File: config.mk
export PLATFORM = sky130hd
export DESIGN_NAME = pipe_adder
export DESIGN_NICKNAME = d
export VERILOG_FILES = /design/src/rtl/pipe_adder_pkg.sv /design/src/rtl/rca_seg.sv /design/src/rtl/pipe_adder.sv
export SDC_FILE = /design/constraint.sdc
export NUM_CORES = 1
export LEC_CHECK = 0
export ABC_AREA = 1
export CORE_AREA = 3 3 129 131
export CTS_BUF_LIST = sky130_fd_sc_hd__clkbuf_2 sky130_fd_sc_hd__clkbuf_4 sky130_fd_sc_hd__clkbuf_8
export DETAILED_ROUTE_END_ITERATION = 10
export DIE_AREA = 0 0 132 134
export PLACE_DENSITY = 0.81
export SLEW_MARGIN = 10
export SYNTH_ARGS = -nofsm -noshare
export SYNTH_HDL_FRONTEND = slang
export SYNTH_SLANG_ARGS = --single-unit
File: constraint.sdc
create_clock -name clk -period 3.4 [get_ports clk]
set_clock_uncertainty 0.15 [all_clocks]
set_input_delay 0.34 -clock clk [delete_from_list [all_inputs] [get_ports clk]]
set_output_delay 0.34 -clock clk [all_outputs]
set_load 0.01 [all_outputs]
File: src/rtl/pipe_adder_pkg.sv
// Shared configuration helpers for the segmented pipelined adder.
// Stage count derivation and the legality rule for WIDTH/SEG_W pairs.
package pipe_adder_pkg;

   function automatic int nseg(input int width, input int segW);
      return (segW >= 1) ? width / segW : 1;
   endfunction

   function automatic bit cfgValid(input int width, input int segW);
      return (segW >= 1) && (width >= segW) && ((width % segW) == 0);
   endfunction

endpackage

File: src/rtl/rca_seg.sv
// One combinational ripple-carry segment; also exposes the carry into its
// top bit so the final segment can derive signed overflow.
module rca_seg #(
   parameter int W = 8
) (
   input  logic [W-1:0] a_i,
   input  logic [W-1:0] b_i,
   input  logic         cin_i,
   output logic [W-1:0] sum_o,
   output logic         cout_o,
   output logic         cMsbIn_o
);

   logic [W:0] carry;

   always_comb begin
      carry    = '0;
      sum_o    = '0;
      carry[0] = cin_i;
      for (int i = 0; i < W; i++) begin
         sum_o[i]     = a_i[i] ^ b_i[i] ^ carry[i];
         carry[i+1]   = (a_i[i] & b_i[i]) | (carry[i] & (a_i[i] ^ b_i[i]));
      end
   end

   assign cout_o   = carry[W];
   assign cMsbIn_o = carry[W-1];

endmodule

File: src/rtl/pipe_adder.sv
// Pipelined adder/subtractor: one register stage per SEG_W-bit carry segment,
// with a single global advance enable driven by the output handshake.
module pipe_adder
   import pipe_adder_pkg::*;
#(
   parameter int WIDTH = 32,
   parameter int SEG_W = 8
) (
   input  logic             clk,
   input  logic             rst_n,
   input  logic             in_valid,
   output logic             in_ready,
   input  logic [WIDTH-1:0] a,
   input  logic [WIDTH-1:0] b,
   input  logic             cin,
   input  logic             sub,
   output logic             out_valid,
   input  logic             out_ready,
   output logic [WIDTH-1:0] sum,
   output logic             cout,
   output logic             ovf
);

   localparam int NSEG = nseg(WIDTH, SEG_W);

   if (!cfgValid(WIDTH, SEG_W)) begin : gBadCfg
      $error("pipe_adder: WIDTH must be a positive multiple of SEG_W");
   end

   // Each stage carries the finished low sum bits plus the untouched high operand bits.
   typedef struct packed {
      logic             valid;
      logic [WIDTH-1:0] sum;
      logic [WIDTH-1:0] a;
      logic [WIDTH-1:0] b;
      logic             carry;
      logic             ovf;
   } stage_t;

   stage_t entry;
   stage_t stage_q [NSEG];
   logic   en;

   // Subtraction becomes a + ~b + ~cin, so the inversion happens once at entry.
   always_comb begin
      entry       = '0;
      entry.valid = in_valid;
      entry.a     = a;
      entry.b     = sub ? ~b : b;
      entry.carry = sub ? ~cin : cin;
   end

   for (genvar k = 0; k < NSEG; k++) begin : gStage
      stage_t           src;
      stage_t           stage_d;
      logic [SEG_W-1:0] segSum;
      logic             segCout;
      logic             segCMsb;

      if (k == 0) begin : gFirst
         assign src = entry;
      end else begin : gNext
         assign src = stage_q[k-1];
      end

      rca_seg #(.W(SEG_W)) uSeg (
         .a_i      (src.a[k*SEG_W +: SEG_W]),
         .b_i      (src.b[k*SEG_W +: SEG_W]),
         .cin_i    (src.carry),
         .sum_o    (segSum),
         .cout_o   (segCout),
         .cMsbIn_o (segCMsb)
      );

      always_comb begin
         stage_d                         = src;
         stage_d.sum[k*SEG_W +: SEG_W]   = segSum;
         stage_d.carry                   = segCout;
         stage_d.ovf                     = segCout ^ segCMsb;
      end

      always_ff @(posedge clk or negedge rst_n) begin
         if (!rst_n) begin
            stage_q[k] <= '0;
         end else if (en) begin
            stage_q[k] <= stage_d;
         end
      end
   end

   assign out_valid = stage_q[NSEG-1].valid;
   assign sum       = stage_q[NSEG-1].sum;
   assign cout      = stage_q[NSEG-1].carry;
   assign ovf       = stage_q[NSEG-1].ovf;
   assign en        = !out_valid || out_ready;
   assign in_ready  = en;

endmodule

==> out/results.txt, run 1 <==
Mean Syn Cell Area = 9.19 um2
Slowest cell on the critical path = fa_2
Skew-Pair Late Insertion Delay = 0.45 ns
Synth Register Bits = 185
Most area-consuming cells after synthesis = dfrtp_1 (58%), nand2_1 (18%), fa_1 (8.0%)
Net Sw Frac = 0.361
Register area = 4630 um2
Core area = 15700 um2
DP HPWL = 10400 um
Via count = 5532
Post-synthesis sequential area ratio = 0.578
Tightest Pin Transition = 0.808 ns
Clk sinks = 185
Detailed-route vias per instance = 4.63
Top-count cell post-synth = nand2_1
Dpl ws = -0.884 ns
Hold WC Path Type = input pin to register
Fmax = 264 MHz
DRT Wirelength = 15400 um
Crit path max fanout = 2
Design Power = 0.00828 W
CP Launch Type = register
Syn nets = 974
Final Max Slew Viols = 0
FILL cells = 1277
CP Data Arrival Time = 4.01 ns
CTS H-tree depth = 4
CTS tree = done
Failing checks = negative setup slack
Die area = 17700 um2
MaxCap Viol Count = 0
Sw Pwr = 0.00299 W
Multi-input gate area = 2920 um2
Setup ws final = -0.391 ns
Clk pwr share = 0.178
Peak VDD IR = 509 uV
CP Cell Sequence = fa_2 -> fa_2 -> fa_2 -> fa_2 -> fa_2 -> inv_2 -> fa_1 -> inv_1 -> fa_2 -> inv_2 -> fa_2 -> o21ai_2
Vias in the first global route = 5332
Ys Warns = 0
Post-synthesis cell count = 872
Chip width = 132 um
Comb power frac = 0.375
Final setup viols = 7
Leading area contributor after synthesis = dfrtp_1
Reg power frac = 0.447
Remaining DRCs = 0
Final Hold Vio Count = 0
Clock slew at reported path FFs = 0.09 ns
Initial antenna violation count = 0
Critical Path Most Common Cell = fa_2
P_leak = 4.82 nW
Slew HR = 0.461
IO Port Bufs = 105
Req. time, crit path = 3.62 ns
CP peak stage delay = 0.43 ns
Layout area overhead = 22.3%
Cts bufs inserted = 17
Worst-case clock buffer depth = 2
First-pass GRT wire length = 26300 um
Die H = 134 um
Initial Utilization = 0.510
IO Pins = 106
RSZ-0062 raised after global routing = yes
RePlAce Congestion = 0.763
GRT overflow = 0
Async SR Flop Fraction = 1.00
Fin nets = 1067
Initial DRC Count = 389
Main synth FF type = dfrtp_1
Pin count of the biggest net entering global routing = 118
Post-route ant nets = 0
Mapped Area = 8010 um2
Crit path time final = 3.79 ns
Outcome = complete, but fails checks
Most frequent cells after synthesis = nand2_1 (375), dfrtp_1 (185), inv_1 (97)
Crit end category = register
PD cells = 845 nW/um2
Yosys cell types = 14
P_int = 0.00530 W
CTS root buf = clkbuf_8
EDFF count, synth = 0
Post-synth top area share = 0.578
Crit share post-route = 1.12
DR WL/cell = 12.9 um
Worst Setup Path Type = register to register
Std-Cell Rows = 46
Total global-route track usage = 0.184
TritonRoute pass-1 iters = 6
Layout cells sized above 1 = 0.107
Ant. Diodes = 0
==> critical path, delay by kind of cell (launching register included) <==
| kind | cells | cell delay (ns) |
|---|---|---|
| adders and majority gates | 8 | 2.79 |
| buffers and inverters | 3 | 0.21 |
| AOI/OAI and AO/OA | 1 | 0.14 |
| DFF | 1 | 0.41 |
==> metrics by stage <==
stage / util / area [um2] / std cells / hold WS [ns] / setup TNS [ns]
global route: 0.624 / 9800 / 1194 / 0.257 / -2.64
detailed placement: 0.591 / 9280 / 1155 / 0.307 / -3.66
floorplan: - / 8120 / 872 / -0.106 / -1.30
finish: 0.624 / 9800 / 1194 / 0.275 / -1.55
CTS: 0.618 / 9710 / 1189 / 0.256 / -1.76
global placement: 0.591 / 9280 / 1155 / 0.304 / -2.87
==> cells by family (layout without fill, tap and decap cells) <==
kind of cell,Yosys count,in the layout,share of synthesized area
flip-flops,185,185,0.578
AO/OA/AOI/OAI,102,102,0.0637
XOR/XNOR,9,9,0.00984
AND/OR/NAND/NOR,401,401,0.193
buffers and inverters,143,249,0.0762
adder cells (fa/ha/maj),32,32,0.0799
==> state kept, by name, summed over array words and instances, names as in the netlist <==
name,cells
cout,1
sum,32
gStage.src,150
ovf,1
out_valid,1
==> power groups by stage <==
stage                     registers (W)  logic [W]  clock network (W)
after floorplan                 0.00373    0.00183                  0
after global placement          0.00371    0.00282                  0
after detailed placement        0.00375    0.00297                  0
after CTS                       0.00371    0.00304            0.00150
after global routing            0.00382    0.00359            0.00160
final                           0.00370    0.00310            0.00148
==> worst paths after layout <==
| check | start | endpoint | slack [ns] | cells after the start |
|---|---|---|---|---|
| max in group asynchronous | rst_n | gStage[3].src[59] | 1.84 | 3 |
| worst max-delay path | gStage[3].src[26] | sum[31] | -0.39 | 12 |
| min in group asynchronous | rst_n | gStage[1].src[53] | 0.38 | 2 |
| worst min register to register | gStage[2].src[98] | gStage[2].src[98] | 0.33 | 2 |
| worst max register to register | gStage[3].src[26] | sum[31] | -0.39 | 12 |
| worst min-delay path | in_valid | gStage[1].src[98] | 0.27 | 3 |
==> timing repair <==
| action | 4_1_cts | 5_1_grt |
|---|---|---|
| resized for setup | 23 | 17 |
| gates cloned | 0 | 0 |
| hold endpoints to repair | 100 | 0 |
| setup buffers | 1 | 5 |
| setup endpoints to repair | 11 | 11 |
| hold buffers | 1 | 0 |
| pin swaps | 10 | 12 |
==> final cells by class <==
class / count / area share
multi-input cells: 544 / 0.298
inverters: 97 / 0.0371
clock inverters: 13 / 0.0143
repair buffers: 120 / 0.124
clock buffers: 19 / 0.0267
well taps: 216 / 0.0276
flip-flops and latches: 185 / 0.472
==> metal layers <==
metal | wire (um) | vias up | GRT usage
li1 | - | 2816 | -
met3 | 625 | 20 | 0.0409
met2 | 7210 | 98 | 0.286
met4 | 318 | 0 | 0.0613
met1 | 7190 | 2598 | 0.259
met5 | 0 | - | 0
==> placed cells by master, fill, tap and decap left out, drive strengths merged <==
cell type and instances:
inv 101, nor2 1, clkdlybuf4s15 1, o21ai 102, clkdlybuf4s50 100, nand3 25, dlygate4sd3 1, nand2 375
clkinvlp 3, bufinv 2, clkinv 4, fa 32, clkbuf 20, xnor2 7, buf 17, xor2 2
dfrtp 185
(Power assumes the default switching activity.)
==> inputs of run 2 (changes only) <==
Settings changed: ABC_AREA 1 to default, CORE_AREA 3 3 129 131 to 3 3 132 134, DIE_AREA 0 0 132 134 to 0 0 135 137.
==> run 2 against run 1 <==
  * The run still ends with negative setup slack left
  * Clock power increased by 11%
  * Largest cell class unchanged
  * Critical path depth increased by 2
  * Power increased by 13%
  * Sequential share of layout area decreased by 2.3 points
  * Worst hold slack got worse by 0.063 ns
  * Largest power group unchanged
  * Synthesized cell count decreased by 42%
  * Fmax increased by 0.19%
==> out/results.txt, run 2 <==
Ys Warns = 0 (unchanged)
HP Start = a[0]
CP Launch Point = sub
Synth Area in Compound Gates = 0.00882 (-0.0549)
CP Launch Type = input pin
Mean Syn Cell Area = 16.7 um2 (+82%)
Xor-xnor portion of the synthesized cell area = 0.0350 (+0.0252)
Most area-consuming cells after synthesis = dfrtp_1 (54%), mux2_4 (21%), fa_1 (7.5%)
Post-synthesis mux area share = 0.276 (+0.276)
FILL cells = 1146 (-10%)
Final Hold Vio Count = 0 (unchanged)
Initial Utilization = 0.519 (+0.00854)
CTS H-tree depth = 4 (unchanged)
Detailed-route vias per instance = 4.97 (+7.4%)
Crit path time final = 3.78 ns (-0.00721 ns)
Ant. Diodes = 0 (unchanged)
Layout area overhead = 21.2%
Max FFs per register = 150 (unchanged)
Tightest Pin Transition = 0.987 ns (+0.179 ns)
RePlAce Congestion = 0.748 (-2.0%)
TritonRoute pass-1 iters = 4 (-2)
Reg2reg start = gStage[3].src[26]
Die area = 18500 um2 (+4.6%)
Total global-route track usage = 0.174 (-0.00960)
Mapped Area = 8510 um2 (+6.2%)
Most frequent cells after synthesis = dfrtp_1 (185), mux2_4 (120), mux2_2 (47)
R2R depth = 13 (+1)
First-pass GRT wire length = 24900 um (-5.5%)
Worst hold slack = 0.211 ns (-0.0633 ns)
Worst-case clock buffer depth = 2 (unchanged)
IO Port Bufs = 105 (unchanged)
Initial DRC Count = 205 (-47%)
RSZ-0062 raised after global routing = yes
Final Max Slew Viols = 0 (unchanged)
Top-count cell post-synth = dfrtp_1
Fin nets = 721 (-32%)
Worst Setup Path Type = input pin to register
Commonest non-fill, non-tap cell in the layout = dfrtp_1
Commonest non-fill, non-tap cells in the layout = dfrtp_1 (185), mux2_4 (122), clkdlybuf4s50_1 (99)
DR WL/cell = 17.5 um (+36%)
Leading area contributor after synthesis = dfrtp_1
CP Data Arrival Time = 3.98 ns (-0.03 ns)
Core area = 16400 um2 (+4.4%)
Main synth FF type = dfrtp_1
Skew-Pair Late Insertion Delay = 0.45 ns (about the same)
Layout cells sized above 1 = 0.419 (+0.312)
CTS tree = done
DP HPWL = 9820 um (-5.7%)
Crit path max fanout = 4 (+2)
Std-Cell Rows = 47 (+2.2%)
MaxCap Viol Count = 0 (unchanged)
Final setup viols = 11 (+4)
Syn nets = 611 (-37%)
P_leak = 4.69 nW (-2.8%)
Crit share post-route = 1.11 (-0.00212)
Setup ws final = -0.384 ns (+0.00721 ns)
Post-synthesis sequential area ratio = 0.544 (-0.0336)
Design area = 10300 um2 (+5.2%)
Synth Register Bits = 185 (unchanged)
Setup TNS = -2.06 ns (-0.509 ns)
EDFF count, synth = 0 (unchanged)
Fmax = 264 MHz (+0.19%)
Outcome = complete, but fails checks
Req. time, crit path = 3.60 ns (-0.02 ns)
IO Pins = 106 (unchanged)
Placed cells = 818 (-29%)
Cts bufs inserted = 17 (unchanged)
Slew HR = 0.342 (-0.120)
Chip width = 135 um (+2.3%)
Adder-Cell Fraction of Synth Area = 0.0753 (-0.00464)
Crit end category = register
Yosys cell types = 16 (+2)
Final non-filler cell total = 852 (-29%)
Vias in the first global route = 4694 (-12%)
PD cells = 906 nW/um2 (+7.1%)
Peak VDD IR = 543 uV (+6.7%)
Die H = 137 um (+2.2%)
Failing checks = negative setup slack
Remaining DRCs = 0 (unchanged)
Area after DPL = 9760 um2 (+5.1%)
Initial antenna violation count = 0 (unchanged)
Synth Area in Simple Gates = 0.0147 (-0.178)
Hold Path Stages = 4 (+1)
Post-route ant nets = 0 (unchanged)
Async SR Flop Fraction = 1.00 (unchanged)
Post-synthesis cell count = 509 (-42%)
Clk sinks = 185 (unchanged)
CTS root buf = clkbuf_8
GRT overflow = 0 (unchanged)
Via count = 4238 (-23%)
Pin count of the biggest net entering global routing = 126 (+6.8%)
Design Power = 0.00934 W (+13%)
Hold WC Path Type = input pin to register
Clock slew at reported path FFs = 0.09 ns (about the same)
Post-synth top area share = 0.544 (-0.0336)
DRT Wirelength = 14900 um (-2.7%)
Largest family of logic cells by synthesized area = multiplexers
## run 2: cell count changes in the layout (fill, tap and decap cells not counted), moves of 5 or more
cell,previous run,this run
nand3_1,24,0
nand2_1,372,0
o21ai_1,8,0
o21ai_0,90,0
mux2_4,0,122
a21oi_1,0,10
mux2_2,0,45
inv_1,85,18
nor3b_1,0,15
xor2_1,1,24
a21oi_2,0,5
## run 2: area by class of cell
cell class / count / area (um2) / area share
Timing Repair Buffer: 118 / 1200 / 0.117
Multi-Input combinational cell: 267 / 3640 / 0.353
Sequential cell: 185 / 4630 / 0.449
Clock inverter: 12 / 185 / 0.0180
Clock buffer: 20 / 269 / 0.0261
Inverter: 30 / 113 / 0.0109
Tap cell: 220 / 275 / 0.0267
## run 2: stage by stage
step / setup slack [ns] / utilization
floorplan: -0.630 / -
global placement: -0.964 / 0.595
detailed placement: -0.993 / 0.595
CTS: -0.381 / 0.626
global route: -0.499 / 0.628
finish: -0.384 / 0.628
## run 2: logic make-up (layout without fill, tap and decap cells)
| logic type | after synthesis | in the layout |
|---|---|---|
| flops | 185 | 185 |
| mux | 169 | 169 |
| buf+inv | 57 | 180 |
| xor+xnor | 34 | 34 |
| fa+ha+maj | 32 | 32 |
| simple gates | 17 | 17 |
| compound gates | 15 | 15 |
## run 2: worst max-delay path, stage by stage
cell and delay (ns):
buf_12 0.12, xnor2_4 0.12, fa_2 0.38, inv_2 0.07, fa_2 0.19, inv_2 0.04
fa_2 0.40, fa_2 0.41, fa_2 0.40, fa_2 0.40, fa_2 0.39, inv_2 0.07
fa_1 0.38, mux2_4 0.26
## run 2: repair_timing
item | 4_1_cts | 5_1_grt
resized for setup | 20 | 20
pin swaps | 4 | 11
hold buffers | 1 | 0
endpoints found under the hold margin | 123 | 0
endpoints found under the setup margin | 13 | 12
buffers inserted | 1 | 0
## run 2: worst paths after layout
kind | to | slack (ns)
min in group asynchronous | gStage[3].src[67] | 0.44
setup / recovery | gStage[1].src[73] | -0.38
setup reg to reg | ovf | -0.36
hold reg to reg | out_valid | 0.34
hold / removal | gStage[1].src[66] | 0.21
max in group asynchronous | gStage[3].src[89] | 1.81
## run 2: per-layer routing
| metal | vias up | global-route usage | part of all wire |
|---|---|---|---|
| met5 | - | 0 | 0 |
| met4 | 0 | 0.0437 | 0.0099 |
| met3 | 12 | 0.0430 | 0.042 |
| met2 | 83 | 0.278 | 0.49 |
| met1 | 2223 | 0.242 | 0.46 |
| li1 | 1920 | - | - |
## run 2: power by group
group          total [W]  internal [W]  switching (W)
combinational    0.00382       0.00247        0.00136
clock            0.00164      0.000860       0.000781
sequential       0.00387       0.00320       0.000676
total            0.00934       0.00652        0.00281
